File: src/rtl/issuer_pkg.sv
// Shared types and instruction field layout for the instruction issuer.
package issuer_pkg;

  localparam int unsigned INST_W   = 16;
  localparam int unsigned RX_HI    = 15;
  localparam int unsigned RX_LO    = 13;
  localparam int unsigned RY_HI    = 12;
  localparam int unsigned RY_LO    = 10;
  localparam int unsigned OP_HI    = 4;
  localparam int unsigned OP_LO    = 2;
  localparam int unsigned LAST_BIT = 0;

  typedef enum logic [2:0] {
    StIdle,
    StFetch,
    StLoad,
    StIssue,
    StRetire,
    StErr
  } issuer_state_t;

  typedef struct packed {
    logic [2:0] rx;
    logic [2:0] ry;
    logic [2:0] op;
    logic       last;
  } inst_fields_t;

  function automatic inst_fields_t inst_decode(input logic [INST_W-1:0] inst);
    inst_fields_t f;
    f.rx   = inst[RX_HI:RX_LO];
    f.ry   = inst[RY_HI:RY_LO];
    f.op   = inst[OP_HI:OP_LO];
    f.last = inst[LAST_BIT];
    return f;
  endfunction

  function automatic logic inst_is_last(input logic [INST_W-1:0] inst);
    return inst[LAST_BIT];
  endfunction

endpackage

File: src/rtl/inst_issuer_if.sv
// Program-memory read port plus the run/d_inst/done handshake towards the CPU.
interface inst_issuer_if #(
  parameter int unsigned ADDR_W = 4
);
  import issuer_pkg::*;

  logic              mem_en;
  logic [ADDR_W-1:0] mem_addr;
  logic [INST_W-1:0] mem_rdata;
  logic              run;
  logic [INST_W-1:0] d_inst;
  logic              done;

  modport master (
    output mem_en,
    output mem_addr,
    input  mem_rdata,
    output run,
    output d_inst,
    input  done
  );

  modport slave (
    input  mem_en,
    input  mem_addr,
    output mem_rdata,
    input  run,
    input  d_inst,
    output done
  );

endinterface

File: src/rtl/issue_watchdog.sv
// Counts ISSUE cycles without done; expired flags the last permitted cycle.
module issue_watchdog #(
  parameter int unsigned TIMEOUT = 15
) (
  input  logic clk,
  input  logic reset,
  input  logic clear,
  input  logic enable,
  output logic expired
);

  logic [7:0] count_q, count_d;

  assign expired = (count_q == 8'(TIMEOUT - 1));

  always_comb begin
    count_d = count_q;
    if (clear) begin
      count_d = '0;
    end else if (enable && !expired) begin
      count_d = count_q + 8'd1;
    end
  end

  always_ff @(posedge clk or posedge reset) begin
    if (reset) begin
      count_q <= '0;
    end else begin
      count_q <= count_d;
    end
  end

endmodule

File: src/rtl/inst_issuer.sv
// Fetches instructions from a synchronous program memory and hands each one to
// the CPU over run/d_inst/done, retiring on done and halting on LAST or end of memory.
module inst_issuer
  import issuer_pkg::*;
#(
  parameter int unsigned ADDR_W  = 4,
  parameter int unsigned TIMEOUT = 15
) (
  input  logic            clk,
  input  logic            reset,
  input  logic            start,
  inst_issuer_if.master   bus,
  output logic            busy,
  output logic            finished,
  output logic            err_timeout,
  output logic [ADDR_W:0] inst_count
);

  localparam logic [ADDR_W-1:0] PcLast = '1;
  localparam logic [ADDR_W:0]   CntMax = {1'b1, {ADDR_W{1'b0}}};

  issuer_state_t     state_q, state_d;
  logic [ADDR_W-1:0] pc_q, pc_d;
  logic [INST_W-1:0] ir_q, ir_d;
  logic [ADDR_W:0]   cnt_q, cnt_d;
  logic              wd_expired;
  logic              last_inst;
  logic              launch;

  assign last_inst = inst_is_last(ir_q) || (pc_q == PcLast);
  assign launch    = ((state_q == StIdle) || (state_q == StErr)) && start;

  issue_watchdog #(
    .TIMEOUT (TIMEOUT)
  ) u_watchdog (
    .clk     (clk),
    .reset   (reset),
    .clear   (state_q == StLoad),
    .enable  ((state_q == StIssue) && !bus.done),
    .expired (wd_expired)
  );

  always_ff @(posedge clk or posedge reset) begin
    if (reset) begin
      state_q <= StIdle;
    end else begin
      state_q <= state_d;
    end
  end

  always_comb begin
    state_d = state_q;
    unique case (state_q)
      StIdle, StErr: if (start) state_d = StFetch;
      StFetch:       state_d = StLoad;
      StLoad:        state_d = StIssue;
      // done takes priority over a watchdog expiring in the same cycle
      StIssue: begin
        if (bus.done) begin
          state_d = StRetire;
        end else if (wd_expired) begin
          state_d = StErr;
        end
      end
      StRetire:      state_d = last_inst ? StIdle : StFetch;
      default:       state_d = StIdle;
    endcase
  end

  always_comb begin
    bus.mem_en  = 1'b0;
    bus.run     = 1'b0;
    busy        = 1'b1;
    finished    = 1'b0;
    err_timeout = 1'b0;
    unique case (state_q)
      StIdle:   busy = 1'b0;
      StFetch:  bus.mem_en = 1'b1;
      StLoad:   ;
      StIssue:  bus.run = 1'b1;
      StRetire: finished = last_inst;
      StErr: begin
        busy        = 1'b0;
        err_timeout = 1'b1;
      end
      default:  busy = 1'b0;
    endcase
  end

  assign bus.mem_addr = pc_q;
  assign bus.d_inst   = ir_q;
  assign inst_count   = cnt_q;

  always_comb begin
    pc_d  = pc_q;
    ir_d  = ir_q;
    cnt_d = cnt_q;
    if (launch) begin
      pc_d  = '0;
      cnt_d = '0;
    end
    if (state_q == StLoad) begin
      ir_d = bus.mem_rdata;
    end
    if (state_q == StRetire) begin
      if (cnt_q != CntMax) begin
        cnt_d = cnt_q + 1'b1;
      end
      if (!last_inst) begin
        pc_d = pc_q + 1'b1;
      end
    end
  end

  always_ff @(posedge clk or posedge reset) begin
    if (reset) begin
      pc_q  <= '0;
      ir_q  <= '0;
      cnt_q <= '0;
    end else begin
      pc_q  <= pc_d;
      ir_q  <= ir_d;
      cnt_q <= cnt_d;
    end
  end

endmodule

File: src/flat_wrapper.sv
// flat-port wrapper written by rule: the top's interface ports become plain ports
module inst_issuer_flat import issuer_pkg::*;
#(
  parameter int unsigned ADDR_W  = 4,
  parameter int unsigned TIMEOUT = 15
)
  (clk, reset, start, busy, finished, err_timeout, inst_count, bus_mem_en, bus_mem_addr, bus_mem_rdata, bus_run, bus_d_inst, bus_done);
  inst_issuer_if #(.ADDR_W(ADDR_W)) bus_i ();
  input  logic clk;
  input  logic reset;
  input  logic start;
  output logic busy;
  output logic finished;
  output logic err_timeout;
  output logic [ADDR_W:0] inst_count;
  output wire logic [$bits(bus_i.mem_en)-1:0] bus_mem_en;
  output wire logic [$bits(bus_i.mem_addr)-1:0] bus_mem_addr;
  input wire logic [$bits(bus_i.mem_rdata)-1:0] bus_mem_rdata;
  output wire logic [$bits(bus_i.run)-1:0] bus_run;
  output wire logic [$bits(bus_i.d_inst)-1:0] bus_d_inst;
  input wire logic [$bits(bus_i.done)-1:0] bus_done;
  assign bus_mem_en = bus_i.mem_en;
  assign bus_mem_addr = bus_i.mem_addr;
  assign bus_i.mem_rdata = bus_mem_rdata;
  assign bus_run = bus_i.run;
  assign bus_d_inst = bus_i.d_inst;
  assign bus_i.done = bus_done;
  inst_issuer #(.ADDR_W(ADDR_W), .TIMEOUT(TIMEOUT)) u_core (.clk(clk), .reset(reset), .start(start), .bus(bus_i), .busy(busy), .finished(finished), .err_timeout(err_timeout), .inst_count(inst_count));
endmodule
File: config.mk
export PLATFORM = sky130hd
export DESIGN_NAME = inst_issuer_flat
export DESIGN_NICKNAME = d
export VERILOG_FILES = /design/src/rtl/issuer_pkg.sv /design/src/rtl/inst_issuer_if.sv /design/src/rtl/issue_watchdog.sv /design/src/rtl/inst_issuer.sv /design/src/flat_wrapper.sv
export SDC_FILE = /design/constraint.sdc
export NUM_CORES = 1
export LEC_CHECK = 0
export CORE_MARGIN = 3
export CORE_UTILIZATION = 48
export DETAILED_ROUTE_END_ITERATION = 10
export PLACE_DENSITY = 0.88
export SETUP_SLACK_MARGIN = 0.02
export SLEW_MARGIN = 10
export SYNTH_ARGS = -nofsm -noshare
export SYNTH_HDL_FRONTEND = slang
export SYNTH_SLANG_ARGS = --single-unit
File: constraint.sdc
create_clock -name clk -period 1.73 [get_ports clk]
set_input_delay 0.4325 -clock clk [delete_from_list [all_inputs] [get_ports clk]]
set_output_delay 0.4325 -clock clk [all_outputs]
set_load 0.03 [all_outputs]
* Word-level counts from Yosys, hierarchy flattened
Index checks and enable logic that the tools add are counted.
Widths: inputs -> output; s select.
** Operators by class
- $add $sub $neg :: 3
- Equal/unequal tests :: 10
- Muxes and demuxes :: 18
- Reduce and logical (&&, ||, !) cells :: 12
** Operators by type and width (count)
- $mux 8 :: 2
- $mux 5 :: 3
- $pmux 3 s5 :: 1
- $mux 4 :: 3
- $mux 3 :: 3
- $add 8x1->8 const B :: 1
- $eq 8x4->1 const B :: 1
- $eq 3x2->1 const B :: 2
- $eq 3x3->1 const B :: 2
- $mux 1 :: 6
- $add 5x1->5 const B :: 1
- $ne 5x5->1 const B :: 1
- $add 4x1->4 const B :: 1
- $eq 4x4->1 const B :: 1
- $reduce_or 4->1 :: 1
- $eq 3x1->1 const B :: 1
- $logic_and 1x1->1 :: 3
- $logic_not 3->1 :: 1
- $ne 3x3->1 const B :: 1
- $logic_not 1->1 :: 2
- $logic_or 1x1->1 :: 2
- $ne 2x2->1 const B :: 1
- $reduce_and 2->1 :: 1
- $reduce_bool 2->1 :: 1
- $reduce_or 2->1 :: 1
** Storage, ports and cells
- Bits in registers :: 36
- Bits of input ports :: 20
- Output and inout port bits :: 30

* Longest topological paths before layout
- Depth after elaboration :: 6
- Gate-level depth with buffers :: 5

* Hierarchy
From an unflattened synthesis, not the netlist that was laid out.
** Unflattened totals
- Cell total of the unflattened synthesis :: 159
- Area total of the unflattened synthesis :: 1799.2 sq um
** By module, submodules not included
- inst_issuer :: instances 1, cells each 110, area each 1338.8 sq um, sequential area each 700.7 sq um
- issue_watchdog :: instances 1, cells each 49, area each 460.4 sq um, sequential area each 200.2 sq um

* Worst setup path after synthesis
Ideal clock, no wire load.
- Path kind :: reg-to-output
- Start :: reg u_core.state_q[1]
- End :: out finished
- Arrival time :: 1481 ps
- Slack :: -184 ps
- Cell stages (with the launch flop) :: 4
- Path buffers :: 1
- Cells stage by stage :: dfrtp_1 -> buf_2 -> or3b_2 -> nor2_1
** On the way
- Cells in the longest elaborated chain, start to end :: 2
** Ends and longest elaborated chain
- start, declared :: RTL line inst_issuer.sv:22 : issuer_state_t state_q, state_d;
- start signal, assigned :: RTL line inst_issuer.sv:45 : state_q <= StIdle;
- start signal, assigned :: RTL line inst_issuer.sv:47 : state_q <= state_d;
- $eq 3x3->1 :: RTL line inst_issuer.sv:76 : unique case (state_q)
- $mux 1 :: RTL line inst_issuer.sv:76
- end, declared :: RTL line flat_wrapper.sv:13 : output logic finished;
Every way passes these cells.

* Final worst setup path
- Start :: reg u_core.state_q[0]
- End :: out finished
Same word-level chain as after synthesis.

==> run summary <==
=========================================================================================
Crit path required time                                                           1.30 ns
Die ar.                                                                      0.00462 sq mm
H-tree level count                                                                      2
Count of final setup violators                                                          1
Via density per instance                                                             5.44
Worst hold-check slack                                                           0.484 ns
Average cell area after synthesis                                              11.8 sq um
Clock transition at the registers of the reported paths                           0.07 ns
Leakage power                                                                     1.22 nW
Netlist area before placement                                                0.00185 sq mm
Worst min-delay path class                                                    in -> async
Wire length reported by the detailed router                                       4.31 mm
Most common library cell in the layout ignoring fill and taps                sky130_fd_sc_hd__dfrtp_1
Final setup skew                                                               0.00244 ns
Transition time at the pin with the least slew margin                            0.452 ns
Crit path max-delay cell type                                                sky130_fd_sc_hd__or3b_4
Horizontal extent of the die                                                      68.0 um
Most common flop cell mapped by yosys                                        sky130_fd_sc_hd__dfrtp_1
Post-route ant nets                                                                     0
Adder and majority gate portion of the synthesized area                            0.0339
Total congestion overflow after global routing                                          0
Count of warnings emitted by yosys                                                      0
Sequential cell area fraction in the yosys report                                   0.488
Number of placement rows                                                               21
Minimum setup slack among reg-to-reg paths                                        0.12 ns
Compound-gate portion of the synthesized area                                      0.0997
Total power                                                                     0.00453 W
Run status                                                                   finished with violations
Ratio of final minimum period to clock period                                        1.02
Area overhead of the layout relative to synthesis                                   40.4%
Distinct cells, synth                                                                  43
Final hold viol count                                                                   0
Number of max-cap violations                                                            0
Worst setup path class                                                         reg -> out
Proportion of layout cells with a drive suffix above 1                              0.243
CTS tree                                                                              yes
Post-layout min period                                                            1.77 ns
Remaining design rule violation count                                                   0
DP Wirelength                                                                     3.13 mm
TritonCTS buffer count                                                                  5
Starting Density                                                                    0.524
First-pass GRT wire length                                                        7.01 mm
Gpl congestion                                                                      0.815
Detailed-routing iteration count for the pre-antenna-repair pass                        4
Fmax                                                                              566 MHz
Setup repair after global routing missed its margin                                  true
Clock latency of the later-clocked register in the worst-skew pair                0.29 ns
Crit path largest cell delay                                                      0.43 ns
Number of enable flip-flop cells after synthesis                                        0
Number of antenna cells inserted                                                        0
Slew Limit Fails                                                                        0
Post-synthesis mux area share                                                       0.165
XOR/XNOR share of the synthesized area                                             0.0190
Height of the die                                                                 68.0 um
Final nets                                                                            242
Register bit total from synthesis                                                      36
Main combinational cell family by area after synthesis                       multiplexers
Violations in the final reports                                              setup timing
Number of inserted filler cells in the final layout                                   253
Max-slew headroom                                                                   0.695
Top library cells by usage in the layout, fill and taps aside                sky130_fd_sc_hd__dfrtp_1 (35), sky130_fd_sc_hd__dlygate4sd2_1 (25), sky130_fd_sc_hd__clkdlybuf4s50_1 (19)
Starting DRC count in detailed routing                                                 66
CTS Sinks                                                                              36
Cell at the root of the clock tree                                           sky130_fd_sc_hd__clkbuf_8
Setup crit start kind                                                           flip-flop
Synthesized netlist net count                                                         181
Number of global-route vias before repair                                           1,530
Number of placed I/O pins                                                              50
Number of vias in the routed layout                                                 1,435
Area share of and/or/nand/nor cells after synthesis                                 0.153
Core Box Area                                                                0.00352 sq mm
Initial antenna violation count                                                         0
Number of buffers on the longest clock path                                             2
Routed WL per cell                                                                16.3 um
Gate count after technology mapping                                                   156
Number of I/O port buffers                                                             49
Pin count of the biggest net entering global routing                                   37
CP Capture Type                                                                output pin
Combined global-route utilization of all metal layers                               0.206
Cells traversed along the worst timing path                                  or3b_4 > nor2_4 > buf_6
Proportion of register bits with asynchronous set or reset after synthesis           1.00
Final WS setup                                                                 -0.0363 ns
Largest voltage drop on the vdd net                                               1.02 mV
Power density over cell area                                                 1750 mW/mm^2
Count of hold-fix buffers inserted at cts                                               0
Biggest fanout along the worst timing path                                              3
Arrival time reported for the critical path endpoint                              1.33 ns
=========================================================================================
==> path summary, 6_finish.rpt <==
check | from | endpoint | cells past startpoint
worst min-delay path | reset | u_core.bus.d_inst[0] | 3
worst min register to register | u_core.bus.d_inst[13] | u_core.bus.d_inst[13] | 1
worst max register to register | u_core.u_watchdog.count_q[0] | u_core.u_watchdog.count_q[3] | 5
min in group clk | u_core.bus.d_inst[13] | u_core.bus.d_inst[13] | 1
worst max-delay path | u_core.state_q[0] | finished | 3
max in group asynchronous | reset | u_core.u_watchdog.count_q[1] | 3
==> Yosys cell counts (3+ instances only) <==
cell / count / share of area
sky130_fd_sc_hd__a21oi_1: 3 / 0.0081
sky130_fd_sc_hd__buf_2: 4 / 0.011
sky130_fd_sc_hd__dfrtp_1: 36 / 0.49
sky130_fd_sc_hd__ha_1: 5 / 0.034
sky130_fd_sc_hd__inv_1: 9 / 0.018
sky130_fd_sc_hd__mux2_2: 4 / 0.024
sky130_fd_sc_hd__mux2_4: 12 / 0.098
sky130_fd_sc_hd__mux2i_1: 8 / 0.043
sky130_fd_sc_hd__nand2_1: 12 / 0.024
sky130_fd_sc_hd__nand3_1: 3 / 0.0081
sky130_fd_sc_hd__nor2_1: 4 / 0.0081
sky130_fd_sc_hd__nor2b_1: 3 / 0.010
sky130_fd_sc_hd__o211ai_1: 3 / 0.012
sky130_fd_sc_hd__o21ai_0: 6 / 0.016
sky130_fd_sc_hd__o31ai_1: 5 / 0.020
sky130_fd_sc_hd__xnor2_1: 3 / 0.014
==> layer usage <==
layer  GRT usage  routed length, um  part of all wire
met2       0.378               2390              0.56
met5           0                  0                 0
met3      0.0394                134             0.031
met1       0.225               1670              0.39
met4      0.0993                108             0.025
==> per-stage QoR <==
stage,instances,area (sq um),worst slack (ns),util,TNS [ns]
after floorplan,156,1850,-0.0710,-,-0.116
after global placement,255,2450,-0.0946,0.695,-0.146
after detailed placement,255,2450,-0.146,0.695,-0.321
after CTS,263,2560,-0.0379,0.727,-0.0379
after global routing,264,2590,-0.0766,0.736,-0.113
final,264,2590,-0.0363,0.736,-0.0363
==> logic make-up after synthesis <==
| group | after synthesis |
|---|---|
| compound gates | 27 |
| xor+xnor | 4 |
| buf+inv | 15 |
| mux | 24 |
| simple gates | 45 |
| flops | 36 |
| fa+ha+maj | 5 |
==> worst max-delay path: cells and delay by family (launching register included) <==
kind | cells | cell delay [ns]
buffers and inverters | 1 | 0.13
flip-flops | 1 | 0.38
AND/OR/NAND/NOR | 2 | 0.53
==> flip-flops by register name, indices dropped and copies added, names as in the netlist <==
name	count
u_core.u_watchdog.count_q	8
u_core.bus.mem_addr	4
u_core.bus.d_inst	16
u_core.inst_count	5
u_core.state_q	3
==> report_power, final <==
part           internal [W]  total (W)  leakage [nW]  switching, W
logic               0.00112    0.00246         0.707       0.00134
clock network      0.000427   0.000729        0.0552      0.000301
registers           0.00114    0.00135         0.457      0.000207
total               0.00268    0.00453          1.22       0.00185
==> final cells by class <==
class | count | area [sq um] | share of cell area
multi-input cells | 105 | 921 | 0.355
flip-flops and latches | 36 | 902 | 0.348
repair buffers | 60 | 569 | 0.220
clock buffers | 6 | 72.6 | 0.0280
well taps | 46 | 57.6 | 0.0222
clock inverters | 2 | 35.0 | 0.0135
inverters | 9 | 33.8 | 0.0130
==> timing repair <==
item | in CTS | in global routing
buffers inserted | 0 | 1
pin swaps | 2 | 3
endpoints found under the setup margin | 29 | 8
gates cloned | 0 | 0
resized for setup | 35 | 5
(Power assumes the default switching activity.)
